### src/rtl/lr35902_sio_link_pkg.sv
// Shared constants and helpers for the LR35902 serial port (SB/SC) with link-cable side.
package lr35902_sio_link_pkg;

   // CPU-side register select and SC bit positions
   localparam logic SIO_ADR_SC   = 1'b0;
   localparam logic SIO_ADR_SB   = 1'b1;
   localparam int   SC_START_BIT = 7;
   localparam int   SC_CLK_BIT   = 0;
   localparam int   SIO_BITS     = 8;

   // Which shifter is active this cycle, derived from tstart and sclk
   typedef enum logic [1:0] {
      MODE_IDLE = 2'd0,
      MODE_INT  = 2'd1,
      MODE_EXT  = 2'd2
   } sio_mode_t;

   // SC as seen by the CPU: unused bits read back as ones
   function automatic logic [7:0] sc_read_value(input logic tstart, input logic sclk);
      return {tstart, 6'h3f, sclk};
   endfunction

endpackage

### src/rtl/lr35902_sio_sync.sv
// Multi-flop synchronizer for an asynchronous level, with one-cycle rise/fall pulses
// derived from the synchronized level.
module lr35902_sio_sync #(
   parameter int   SYNC_LEN  = 2,
   parameter logic RESET_VAL = 1'b1
) (
   input  logic clk,
   input  logic reset,
   input  logic d,
   output logic rise,
   output logic fall
);

   logic [SYNC_LEN-1:0] chain;
   logic                prev;
   logic                level;

   assign level = chain[SYNC_LEN-1];

   // Shift the async input through the chain and remember the last synchronized level
   always_ff @(posedge clk) begin
      // NOTE: the reset is synchronous, so it lives inside the clocked branch and the
      // sensitivity list holds only the clock.
      if (reset) begin
         chain <= {SYNC_LEN{RESET_VAL}};
         prev  <= RESET_VAL;
      end else begin
         chain <= {chain[SYNC_LEN-2:0], d};
         prev  <= level;
      end
   end

   assign rise = level & ~prev;
   assign fall = ~level & prev;

endmodule

### src/rtl/lr35902_sio_link.sv
// LR35902 serial port: SB/SC register file, internal clock divider, bit counter and
// MSB-first shifter, with master (sck_out) and slave (synchronized sck_in) wire sides.
module lr35902_sio_link
   import lr35902_sio_link_pkg::*;
#(
   parameter int DIV_BITS = 9,
   parameter int SYNC_LEN = 2
) (
   input  logic       clk,
   input  logic       reset,
   output logic [7:0] dout,
   input  logic [7:0] din,
   input  logic       adr,
   input  logic       read,
   input  logic       write,
   output logic       irq,
   input  logic       sck_in,
   output logic       sck_out,
   output logic       sck_oe,
   input  logic       sin,
   output logic       sout
);

   localparam int                  HALF    = 2 ** (DIV_BITS - 1);
   localparam logic [DIV_BITS-1:0] HALF_M1 = DIV_BITS'(HALF - 1);
   localparam logic [DIV_BITS-1:0] FULL_M1 = {DIV_BITS{1'b1}};
   localparam logic [3:0]          LAST_BIT = 4'(SIO_BITS - 1);
   localparam logic [3:0]          NUM_BITS = 4'(SIO_BITS);

   // Architectural and pipeline state
   logic [7:0]          sb;
   logic                tstart;
   logic                sclk;
   logic [3:0]          bit_cnt;
   logic [DIV_BITS-1:0] div;
   logic                pwrite;
   logic                sck_q;

   // Synchronized wire-side inputs
   logic [SYNC_LEN-1:0] sin_chain;
   logic                sin_s;
   logic                sck_rise;
   logic                sck_fall;

   // Per-cycle decode
   sio_mode_t  mode;
   logic       int_start;
   logic       int_rise;
   logic       int_fall;
   logic       shift_en;
   logic       fall_en;
   logic       done;
   logic [7:0] sb_shift;
   logic       commit;
   logic       sb_wr;
   logic       sc_wr;
   logic       busy_after;

   lr35902_sio_sync #(
      .SYNC_LEN  (SYNC_LEN),
      .RESET_VAL (1'b1)
   ) u_sck_sync (
      .clk   (clk),
      .reset (reset),
      .d     (sck_in),
      .rise  (sck_rise),
      .fall  (sck_fall)
   );

   // Plain flop chain bringing sin into the clk domain
   always_ff @(posedge clk) begin
      if (reset) begin
         sin_chain <= {SYNC_LEN{1'b1}};
      end else begin
         sin_chain <= {sin_chain[SYNC_LEN-2:0], sin};
      end
   end

   assign sin_s = sin_chain[SYNC_LEN-1];

   // Decode the active mode, serial clock events and the CPU write commit
   always_comb begin
      // NOTE: every signal gets a default before any condition so no path leaves it
      // unassigned, which would otherwise infer a latch.
      mode       = MODE_IDLE;
      int_start  = 1'b0;
      int_rise   = 1'b0;
      int_fall   = 1'b0;
      shift_en   = 1'b0;
      fall_en    = 1'b0;
      done       = 1'b0;
      sb_shift   = {sb[6:0], sin_s};
      commit     = pwrite && !write;
      sb_wr      = 1'b0;
      sc_wr      = 1'b0;
      busy_after = 1'b0;

      if (tstart) begin
         mode = sclk ? MODE_INT : MODE_EXT;
      end

      if (mode == MODE_INT) begin
         int_start = (div == '0);
         int_rise  = (div == HALF_M1);
         int_fall  = (div == FULL_M1) && (bit_cnt < NUM_BITS);
      end

      shift_en = int_rise || ((mode == MODE_EXT) && sck_rise);
      fall_en  = int_fall || ((mode == MODE_EXT) && sck_fall);
      done     = shift_en && (bit_cnt == LAST_BIT);

      // A transfer that completes this cycle counts as idle for a concurrent write
      busy_after = tstart && !done;

      sb_wr = commit && (adr == SIO_ADR_SB);
      sc_wr = commit && (adr == SIO_ADR_SC);
   end

   // Register file, divider, bit counter and shifter; CPU writes are applied last so a
   // write committing alongside completion takes precedence.
   always_ff @(posedge clk) begin
      if (reset) begin
         dout    <= 8'h00;
         irq     <= 1'b0;
         sck_q   <= 1'b1;
         sout    <= 1'b1;
         sb      <= 8'h00;
         tstart  <= 1'b0;
         sclk    <= 1'b0;
         bit_cnt <= 4'd0;
         div     <= '0;
         pwrite  <= 1'b0;
      end else begin
         // NOTE: state is updated with non-blocking assignments so every right-hand side
         // sees the pre-edge values, e.g. a read returns SB/SC from before this edge.
         pwrite <= write;
         irq    <= 1'b0;

         if (read) begin
            dout <= (adr == SIO_ADR_SB) ? sb : sc_read_value(tstart, sclk);
         end

         if (mode == MODE_INT) begin
            div <= div + 1'b1;
         end

         if (int_start || int_fall) begin
            sck_q <= 1'b0;
         end

         if (fall_en) begin
            sout <= sb[7];
         end

         if (shift_en) begin
            sb      <= sb_shift;
            bit_cnt <= bit_cnt + 4'd1;
            sck_q   <= 1'b1;
         end

         if (done) begin
            tstart <= 1'b0;
            irq    <= 1'b1;
         end

         if (sb_wr && !busy_after) begin
            sb   <= din;
            sout <= din[7];
         end

         if (sc_wr) begin
            sclk <= din[SC_CLK_BIT];
            if (!busy_after && din[SC_START_BIT]) begin
               tstart  <= 1'b1;
               bit_cnt <= 4'd0;
               div     <= '0;
               sck_q   <= 1'b1;
               sout    <= done ? sb_shift[7] : sb[7];
            end else if (busy_after && !din[SC_START_BIT]) begin
               tstart <= 1'b0;
               sck_q  <= 1'b1;
            end
         end
      end
   end

   // The master clock only reaches the pin while an internal-clock transfer runs
   assign sck_out = sck_q | ~(tstart & sclk);
   assign sck_oe  = sclk;

endmodule

### config.mk
export PLATFORM = sky130hd
export DESIGN_NAME = lr35902_sio_link
export DESIGN_NICKNAME = d
export VERILOG_FILES = /design/src/rtl/lr35902_sio_link_pkg.sv /design/src/rtl/lr35902_sio_sync.sv /design/src/rtl/lr35902_sio_link.sv
export SDC_FILE = /design/constraint.sdc
export NUM_CORES = 1
export LEC_CHECK = 0
export CAP_MARGIN = 30
export CORE_MARGIN = 2
export CORE_UTILIZATION = 53
export CTS_CLUSTER_DIAMETER = 150
export CTS_CLUSTER_SIZE = 24
export DETAILED_ROUTE_END_ITERATION = 7
export GPL_TIMING_DRIVEN = 0
export PLACE_DENSITY = 0.79
export SYNTH_ARGS = -nofsm -noshare
export SYNTH_HDL_FRONTEND = slang
export SYNTH_SLANG_ARGS = --single-unit
### constraint.sdc
create_clock -name clk -period 4.4 [get_ports clk]
set_clock_uncertainty 0.05 [all_clocks]
set_input_delay 1.32 -clock clk [delete_from_list [all_inputs] [get_ports clk]]
set_output_delay 1.32 -clock clk [all_outputs]
set_load 0.03 [all_outputs]
==> flow_metrics.tcl, run 1 <==
set metrics [dict create \
    run_status "completed" \
    critical_path_peak_fanout 10 \
    grt_pass1_vias 1387 \
    synth.ff_latch_count 40 \
    die_h_um 63.3 \
    ff_latch_area_um2 801 \
    hold_fix_buffers_at_cts 0 \
    floorplan.initialDensity_pct 55.3 \
    post-route-cell-area_um2 2200 \
    drt_wl_total_mm 3.52 \
    startpoint_type "flip-flop" \
    number_of_routed_nets_with_antenna_violations 0 \
    vdd_ir_drop_max_uv 202 \
    relSlewSlack_pct 57.5 \
    die-width_um 63.3 \
    placed_cell_area_um2 2160 \
    layout_worst_path_cycle_share_pct 83.8 \
    cellLeakagePower_uw 0.000857 \
    rr_worst_depth 8 \
    timing.critical_path.slowest_cell_delay_ns 0.59 \
    worst-endpoint-required_ns 3.03 \
    timing.reg2reg.setup_slack_ns 1.94 \
    post-route-drc-count 0 \
    clkLatencyLatePin_ns 0.34 \
    core.rowCount 21 \
    ys_seq_area_share_pct 43.0 \
    timing.hold.worst.start "u_sck_sync.chain[0]" \
    ys.warnings.count 0 \
    grt-ovfl-total 0 \
    finalWorstSetupSlack_ns 0.711 \
    path_cells "buf_2 -> clkbuf_1 -> nand2_1 -> or2_2 -> clkdlybuf4s50_1" \
    synth_edf_count 0 \
    synthCells 198 \
    dr_total_vias 1492 \
    tritoncts_clock_tree "built" \
    cp_num_buf_inv 3 \
    cts_sinks 40 \
    clockRootBuffer "clkbuf_4" \
    rsz0062_at_grt "false" \
    gp_congestion 0.816 \
    post_cts_buffers 0 \
    hold_depth 1 \
    io_pins 27 \
    synth_top_area_cell "dfxtp_1" \
    final_cell_mix "dfxtp_1, nor2_1, clkdlybuf4s50_1, inv_1, mux2i_1" \
    buffer_depth_of_the_longest_clock_path 2 \
    synth_flop_cell "dfxtp_1" \
    n_diodes 0 \
    area_growth_syn_to_layout_pct 18.5 \
    post_drt_wl_per_cell_um 12.8 \
    post_layout_net_count 249 \
    timing.final.max_slew_violations 0 \
    antenna_violations_before_repair 0 \
    min_delay_worst_endpoint "u_sck_sync.chain[1]" \
    numCtsBuffers 5 \
    drtIter0Drc 95 \
    path_type_of_the_worst_setup_path "reg -> out" \
    cts-resized-gates 0 \
    clk_slew_on_worst_s_h_paths_ns 0.11 \
    min-delay-path-class "reg -> reg" \
    timing_hold_violations_final 0 \
    fin_crit_ns 3.69 \
    critical_path.top_delay_family "buffers and inverters" \
    cts.htree.levels 2 \
    post_drt_via_cell_ratio 5.43 \
    syn-cell-area_um2 1860 \
    multi_input_comb_area_um2 951 \
    die-area_um2 4000 \
    hpwl_mm 2.55 \
    worst_setup_path_end_kind "output pin" \
    worst_path_max_delay_cell "clkdlybuf4s50_1" \
    setup_violations 0 \
    grt_pass1_wl_mm 6.11 \
    arrival_worst_endpoint_ns 2.32 \
    fmax_mhz 271 \
    post_route_cells_drive_above_1_share_pct 11.8 \
    synthDominantCellAreaShare_pct 43.0 \
    worstReg2RegEnd "sb[4]" \
    detailedPlace.worstSlack_ns 1.08 \
    count_of_cell_types_in_the_netlist 46 \
    firstDrtPassIters 4 \
    worst_reg2reg_startpoint "div[4]" \
    postSynthNetCount 218 \
    fin_setup_tns_ns 0 \
    main_area_contributors_after_synthesis "dfxtp_1, nor2_1, mux2i_1, a211oi_2, xor2_1" \
    most_common_cell_after_layout_fill_and_taps_aside "dfxtp_1" \
    synth_area_per_cell_um2 9.40 \
    port_buffers 24 \
    timing.max_cap.violations 0 \
    grt_start_max_net_pins 12 \
    report.power.total_uw 636 \
    layout.filler_cells 300 \
    ys_async_sr_fraction_pct 0 \
    core-area_um2 3360 \
    pin_slew_with_the_least_headroom_to_its_limit_ns 0.637 \
    globalRouteTotalUtil_pct 19.1 \
    power.density_nw_per_um2 289 \
]
Yosys cell counts (3+ instances only):
library cell   n
o21ai_0        3
nand2_1        6
a211oi_2       8
dfxtp_1       40
clkbuf_1       7
nand3_1        4
nand3b_1       3
inv_1         11
mux2i_1       11
and4_1         3
nor2_1        31
ha_1           5
buf_2          3
a21oi_1        4
a311oi_1       7
xor2_1         8
or2_2          6
power breakdown:
group / switching (µW) / internal [µW] / total (µW) / leakage, µW
Sequential: 7.28 / 375 / 382 / 0.000326
Combinational: 46.4 / 39.5 / 85.8 / 0.000503
Clock: 110 / 58.9 / 169 / 0.0000281
Total: 163 / 473 / 636 / 0.000857
sequential cells by signal, indices dropped and copies added (netlist names):
signal,flops
bit_cnt,4
div,9
dout,8
irq,1
pwrite,1
sb,8
sck_oe,1
sck_q,1
sin_chain,2
sout,1
tstart,1
u_sck_sync.chain,2
u_sck_sync.prev,1
routing by layer:
layer | vias up | track usage [%] | wire length (µm)
met5 | - | 0 | 0
met4 | 0 | 8.42 | 55
met3 | 6 | 4.46 | 186
met2 | 39 | 29.3 | 1630
met1 | 691 | 25.7 | 1650
li1 | 756 | - | -
stage by stage:
stage               hold slack (ns)  utilization [%]  cells
global placement              0.343             64.2    268
detailed placement            0.347             64.2    268
finish                        0.370             65.6    275
global route                  0.389             65.6    275
CTS                           0.373             65.6    275
floorplan                     0.339                -    198
layout make-up:
type,instances,share of cell area (%)
plain buffers,13,3.06
clock buffers,6,1.87
clock inverters,1,0.227
inverters,11,1.87
multi-input cells,134,43.1
flip-flops and latches,40,36.3
well taps,46,2.61
repair buffers,24,10.9
how the worst max path moves through the flow:
stage                 from  endpoint  slack, ns  cells past startpoint
floorplan           sck_oe   sck_out       1.68                      3
detailed placement  tstart   sck_out       1.08                      5
CTS                 tstart   sck_out       0.70                      5
global route        tstart   sck_out       0.53                      5
global placement    tstart   sck_out       1.11                      5
finish              tstart   sck_out       0.71                      5
cells by family (layout without fill, tap and decap cells):
kind of cell	after synthesis	after routing	synth area share, %
xor+xnor	10	10	4.71
simple gates	71	71	20.0
mux	11	11	5.92
compound gates	37	37	17.1
buf+inv	24	55	5.85
fa+ha+maj	5	5	3.36
flops	40	40	43.0
Power figures use the tool's default switching activity.
==> run 2: changes to the inputs <==
- CORE_UTILIZATION: 53 -> 48
- PLACE_DENSITY: 0.79 -> 0.76
- clock period: 4.4 -> 3.2 ns (I/O delays scaled with it)
==> run 2 against run 1 <==
Compared with the run above: wire length is 1.3% lower; global-route usage is 1.2 points lower; sequential share of layout area is 0.98 points lower; non-clock buffer count is 1 lower; cell area is 2.8% higher; highest routed layer unchanged; count of clock-buffer cells in the layout stayed put; register-to-register slack worse by 1.2 ns; total power is 63% higher; sequential cell count stayed put.
==> flow_metrics.tcl, run 2 (synthesis gave the netlist of run 1 again) <==
set metrics [dict create \
    timing_hold_violations_final 0 \
    hold_fix_buffers_at_cts 0 \
    critical_path.top_delay_family "buffers and inverters" \
    clkLatencyLatePin_ns 0.29 \
    post-route-drc-count 0 \
    startpoint_type "flip-flop" \
    drt_wl_total_mm 3.47 \
    worst_setup_path_end_kind "output pin" \
    post_drt_wl_per_cell_um 12.5 \
    globalRouteTotalUtil_pct 17.9 \
    die-area_um2 4390 \
    timing.max_cap.violations 0 \
    grt-ovfl-total 0 \
    die_h_um 66.3 \
    fmax_mhz 334 \
    layout_worst_path_cycle_share_pct 93.6 \
    post_cts_buffers 0 \
    largest_register_ff_count 9 \
    path_cells "clkbuf_2 -> nand2_1 -> or2_2 -> clkdlybuf4s50_1" \
    firstDrtPassIters 4 \
    post_route_cells_drive_above_1_share_pct 12.7 \
    post_layout_net_count 248 \
    fin_crit_ns 3.00 \
    clockRootBuffer "clkbuf_8" \
    die-width_um 66.3 \
    floorplan.initialDensity_pct 50.4 \
    hpwl_mm 2.59 \
    buffer_depth_of_the_longest_clock_path 2 \
    cts.htree.levels 2 \
    io_pins 27 \
    drtIter0Drc 57 \
    vdd_ir_drop_max_uv 328 \
    run_status "completed" \
    finalWorstSetupSlack_ns 0.205 \
    number_of_routed_nets_with_antenna_violations 0 \
    path_type_of_the_worst_setup_path "reg -> out" \
    cellLeakagePower_uw 0.000887 \
    tritoncts_clock_tree "built" \
    layout.filler_cells 330 \
    port_buffers 24 \
    detailedPlace.worstSlack_ns 0.284 \
    grt_pass1_wl_mm 5.97 \
    power.density_nw_per_um2 459 \
    relSlewSlack_pct 60.0 \
    post_drt_via_cell_ratio 5.31 \
    setup_violations 0 \
    pin_slew_with_the_least_headroom_to_its_limit_ns 0.599 \
    gp_congestion 0.759 \
    rsz0062_at_grt "false" \
    top_register "div" \
    fin_setup_tns_ns 0 \
    antenna_violations_before_repair 0 \
    grt_start_max_net_pins 20 \
    dr_total_vias 1470 \
    timing.final.max_slew_violations 0 \
    final_cell_mix "dfxtp_1, nor2_1, clkdlybuf4s50_1, inv_1, mux2i_1" \
    numCtsBuffers 5 \
    worst_path_max_delay_cell "clkdlybuf4s50_1" \
    clk_slew_on_worst_s_h_paths_ns 0.07 \
    cp_num_buf_inv 2 \
    grt_pass1_vias 1361 \
    arrival_worst_endpoint_ns 1.99 \
    most_common_cell_after_layout_fill_and_taps_aside "dfxtp_1" \
    worst-endpoint-required_ns 2.19 \
    cts_sinks 40 \
    timing.critical_path.slowest_cell_delay_ns 0.59 \
    top_regs "div x9, dout x8, sb x8" \
    core.rowCount 22 \
    core-area_um2 3690 \
    area_growth_syn_to_layout_pct 21.8 \
    critical_path_peak_fanout 10 \
    timing.reg2reg.setup_slack_ns 0.79 \
    n_diodes 0 \
    min-delay-path-class "reg -> reg" \
    cts-resized-gates 0 \
]
[run 2: changes by cell type in the layout (fill, tap and decap cells not counted), sizes merged]
cell | previous run | this run
bufinv | 0 | 1
clkbuf | 13 | 12
[run 2: per-layer routing]
| metal | wire, µm | GRT usage [%] | part of all wire [%] |
|---|---|---|---|
| met4 | 55 | 6.89 | 1.6 |
| met5 | 0 | 0 | 0 |
| met3 | 112 | 5.62 | 3.2 |
| met1 | 1660 | 22.0 | 48 |
| met2 | 1650 | 29.0 | 47 |
[run 2: final timing paths]
check                        end                 from  depth (start not counted)
min          u_sck_sync.chain[1]  u_sck_sync.chain[0]                          1
max                      sck_out               sck_oe                          4
min reg2reg  u_sck_sync.chain[1]  u_sck_sync.chain[0]                          1
max reg2reg                sb[3]               div[4]                          8
[run 2: metrics by stage]
stage | cells | hold WS, ns | util [%] | instance area, µm² | total power [µW]
after floorplan | 198 | 0.339 | - | 1860 | 607
after global placement | 270 | 0.343 | 58.6 | 2160 | 654
after detailed placement | 270 | 0.345 | 58.6 | 2160 | 655
after CTS | 277 | 0.361 | 61.4 | 2260 | 1050
after global routing | 277 | 0.371 | 61.4 | 2270 | 1080
final | 277 | 0.361 | 61.4 | 2270 | 1040
[run 2: cell type report]
| type | count | area (µm²) | area share (%) |
|---|---|---|---|
| plain buffers | 12 | 65.1 | 2.87 |
| clock buffers | 6 | 72.6 | 3.20 |
| clock inverters | 2 | 35.0 | 1.55 |
| inverters | 11 | 41.3 | 1.82 |
| multi-input cells | 134 | 951 | 42.0 |
| flip-flops and latches | 40 | 801 | 35.3 |
| well taps | 48 | 60.1 | 2.65 |
| repair buffers | 24 | 240 | 10.6 |
[run 2: worst register-to-register path, stage by stage, from the launching register on]
cell	delay [ns]
dfxtp_1	0.35
and4_1	0.24
and4_1	0.23
ha_1	0.19
and2_1	0.21
o21ai_0	0.29
buf_2	0.35
mux2i_1	0.27
a211oi_2	0.09
[run 2: report_power, final]
group | internal [µW] | switching, µW
clock | 231 | 167
sequential | 515 | 9.44
combinational | 53.9 | 63.0
total | 800 | 240
==> run 3: changes to the inputs <==
- PLACE_DENSITY: 0.76 -> 0.77
==> run 3 against run 2 <==
Compared with the run above: wire length grew 2.8%; die area unchanged; critical path depth did not move; worst hold slack barely moved; sequential share of layout area rose by 0.28 points; critical endpoint unchanged; highest routed layer unchanged.
==> flow_metrics.tcl, run 3 (synthesis gave the netlist of run 1 again) <==
set metrics [dict create \
    int_power_uw 745 \
    final_cell_mix "dfxtp_1, nor2_1, clkdlybuf4s50_1, inv_1, mux2i_1" \
    cts_sinks 40 \
    rr_worst_depth 8 \
    pin_slew_with_the_least_headroom_to_its_limit_ns 0.617 \
    core-area_um2 3690 \
    worst_setup_path_end_kind "output pin" \
    arrival_worst_endpoint_ns 2.02 \
    multi_input_comb_area_um2 951 \
    cellLeakagePower_uw 0.000877 \
    route.met2.wl_mm 1.57 \
    number_of_routed_nets_with_antenna_violations 0 \
    top_register "div" \
    layout_worst_path_cycle_share_pct 94.5 \
    firstDrtPassIters 4 \
    timing.final.max_slew_violations 0 \
    wl_met1_mm 1.74 \
    grt-ovfl-total 0 \
    fin_crit_ns 3.03 \
    total_switching_power_uw 235 \
    dp.cells 270 \
    post_drt_via_cell_ratio 5.21 \
    io_pins 27 \
    path_type_of_the_worst_setup_path "reg -> out" \
    clockRootBuffer "clkbuf_8" \
    timing.reg2reg.setup_slack_ns 0.75 \
    startpoint_type "flip-flop" \
    core.rowCount 22 \
    finish.cell_count_without_fillers 277 \
    timing.max_cap.violations 0 \
    cts.htree.levels 2 \
    met3RoutedLength_um 184 \
    layout.filler_cells 334 \
    fin_setup_tns_ns 0 \
    hold_depth 1 \
    die-width_um 66.3 \
    post_cts_buffers 0 \
    n_diodes 0 \
    power.density_nw_per_um2 436 \
    area_growth_syn_to_layout_pct 20.8 \
    top_layer_used "met4" \
    report.power.total_uw 980 \
    gp_congestion 0.815 \
    post_drt_wl_per_cell_um 12.9 \
    drtIter0Drc 52 \
    relSlewSlack_pct 58.8 \
    clkLatencyLatePin_ns 0.29 \
    drt_wl_total_mm 3.57 \
    share_clk_of_total_power_pct 34.5 \
    ff_latch_area_um2 801 \
    combinational_fraction_of_design_power_pct 11.9 \
    numCtsBuffers 5 \
    share_seq_of_total_power_pct 53.6 \
    largest_register_ff_count 9 \
    worst-endpoint-required_ns 2.19 \
    critical_path_peak_fanout 10 \
    post-route-drc-count 0 \
    buffer_depth_of_the_longest_clock_path 2 \
    rsz0062_at_grt "false" \
    min-delay-path-class "reg -> reg" \
    port_buffers 24 \
    die-area_um2 4390 \
    timing_hold_violations_final 0 \
    floorplan.initialDensity_pct 50.4 \
    top_regs "div x9, dout x8, sb x8" \
    dr_total_vias 1443 \
    hpwl_mm 2.54 \
    post_layout_net_count 248 \
    clk_slew_on_worst_s_h_paths_ns 0.07 \
    post_route_cells_drive_above_1_share_pct 12.2 \
    fmax_mhz 331 \
    grt_pass1_wl_mm 5.96 \
    die_h_um 66.3 \
    setup_violations 0 \
    grt_pass1_vias 1323 \
    tritoncts_clock_tree "built" \
    most_common_cell_after_layout_fill_and_taps_aside "dfxtp_1" \
    power.share.switching_pct 24.0 \
    vdd_ir_drop_max_uv 346 \
    globalRouteTotalUtil_pct 18.2 \
    antenna_violations_before_repair 0 \
    grt_start_max_net_pins 20 \
    run_status "completed" \
]
-- run 3: path summary, 6_finish.rpt --
kind,endpoint,startpoint
setup / recovery,sck_out,sck_oe
hold / removal,u_sck_sync.chain[1],u_sck_sync.chain[0]
setup reg to reg,sb[3],div[4]
hold reg to reg,u_sck_sync.chain[1],u_sck_sync.chain[0]
-- run 3: through the flow --
stage                     area [µm²]  setup slack (ns)  utilization, %  hold slack (ns)
after floorplan                 1860             0.840               -            0.339
after global placement          2160             0.267            58.6            0.343
after global routing            2250            0.0682            61.0            0.371
final                           2250             0.175            61.0            0.361
after CTS                       2250             0.183            61.0            0.364
after detailed placement        2160             0.263            58.6            0.347
-- run 3: layout make-up --
class / instances / area share, %
buffer: 12 / 2.89
timing repair buffer: 24 / 10.7
clock buffer: 8 / 4.01
inverter: 11 / 1.84
multi-input combinational: 134 / 42.3
tap: 48 / 2.67
sequential: 40 / 35.6
-- run 3: worst max-delay path: stages, from the launching register on --
cell,delay [ns]
dfxtp_1,0.43
clkbuf_2,0.27
nand2_1,0.14
or2_2,0.29
clkdlybuf4s50_1,0.59
-- run 3: power by group through the flow --
stage | sequential, µW | clock (µW) | combinational, µW
2_1_floorplan | 551 | 0 | 56.8
3_3_place_gp | 536 | 0 | 117
3_5_place_dp | 536 | 0 | 118
4_1_cts | 525 | 350 | 117
5_1_grt | 527 | 374 | 127
6_report | 525 | 338 | 117
-- run 3: per-layer routing --
layer	track usage, %	vias up
met2	27.8	33
met5	0	-
met1	23.7	646
li1	-	758
met4	7.65	0
met3	5.62	6
-- run 3: repair_timing --
item | CTS | global route
hold buffers | 0 | 0
gates resized for setup | 1 | 0
setup endpoints to repair | 1 | 0
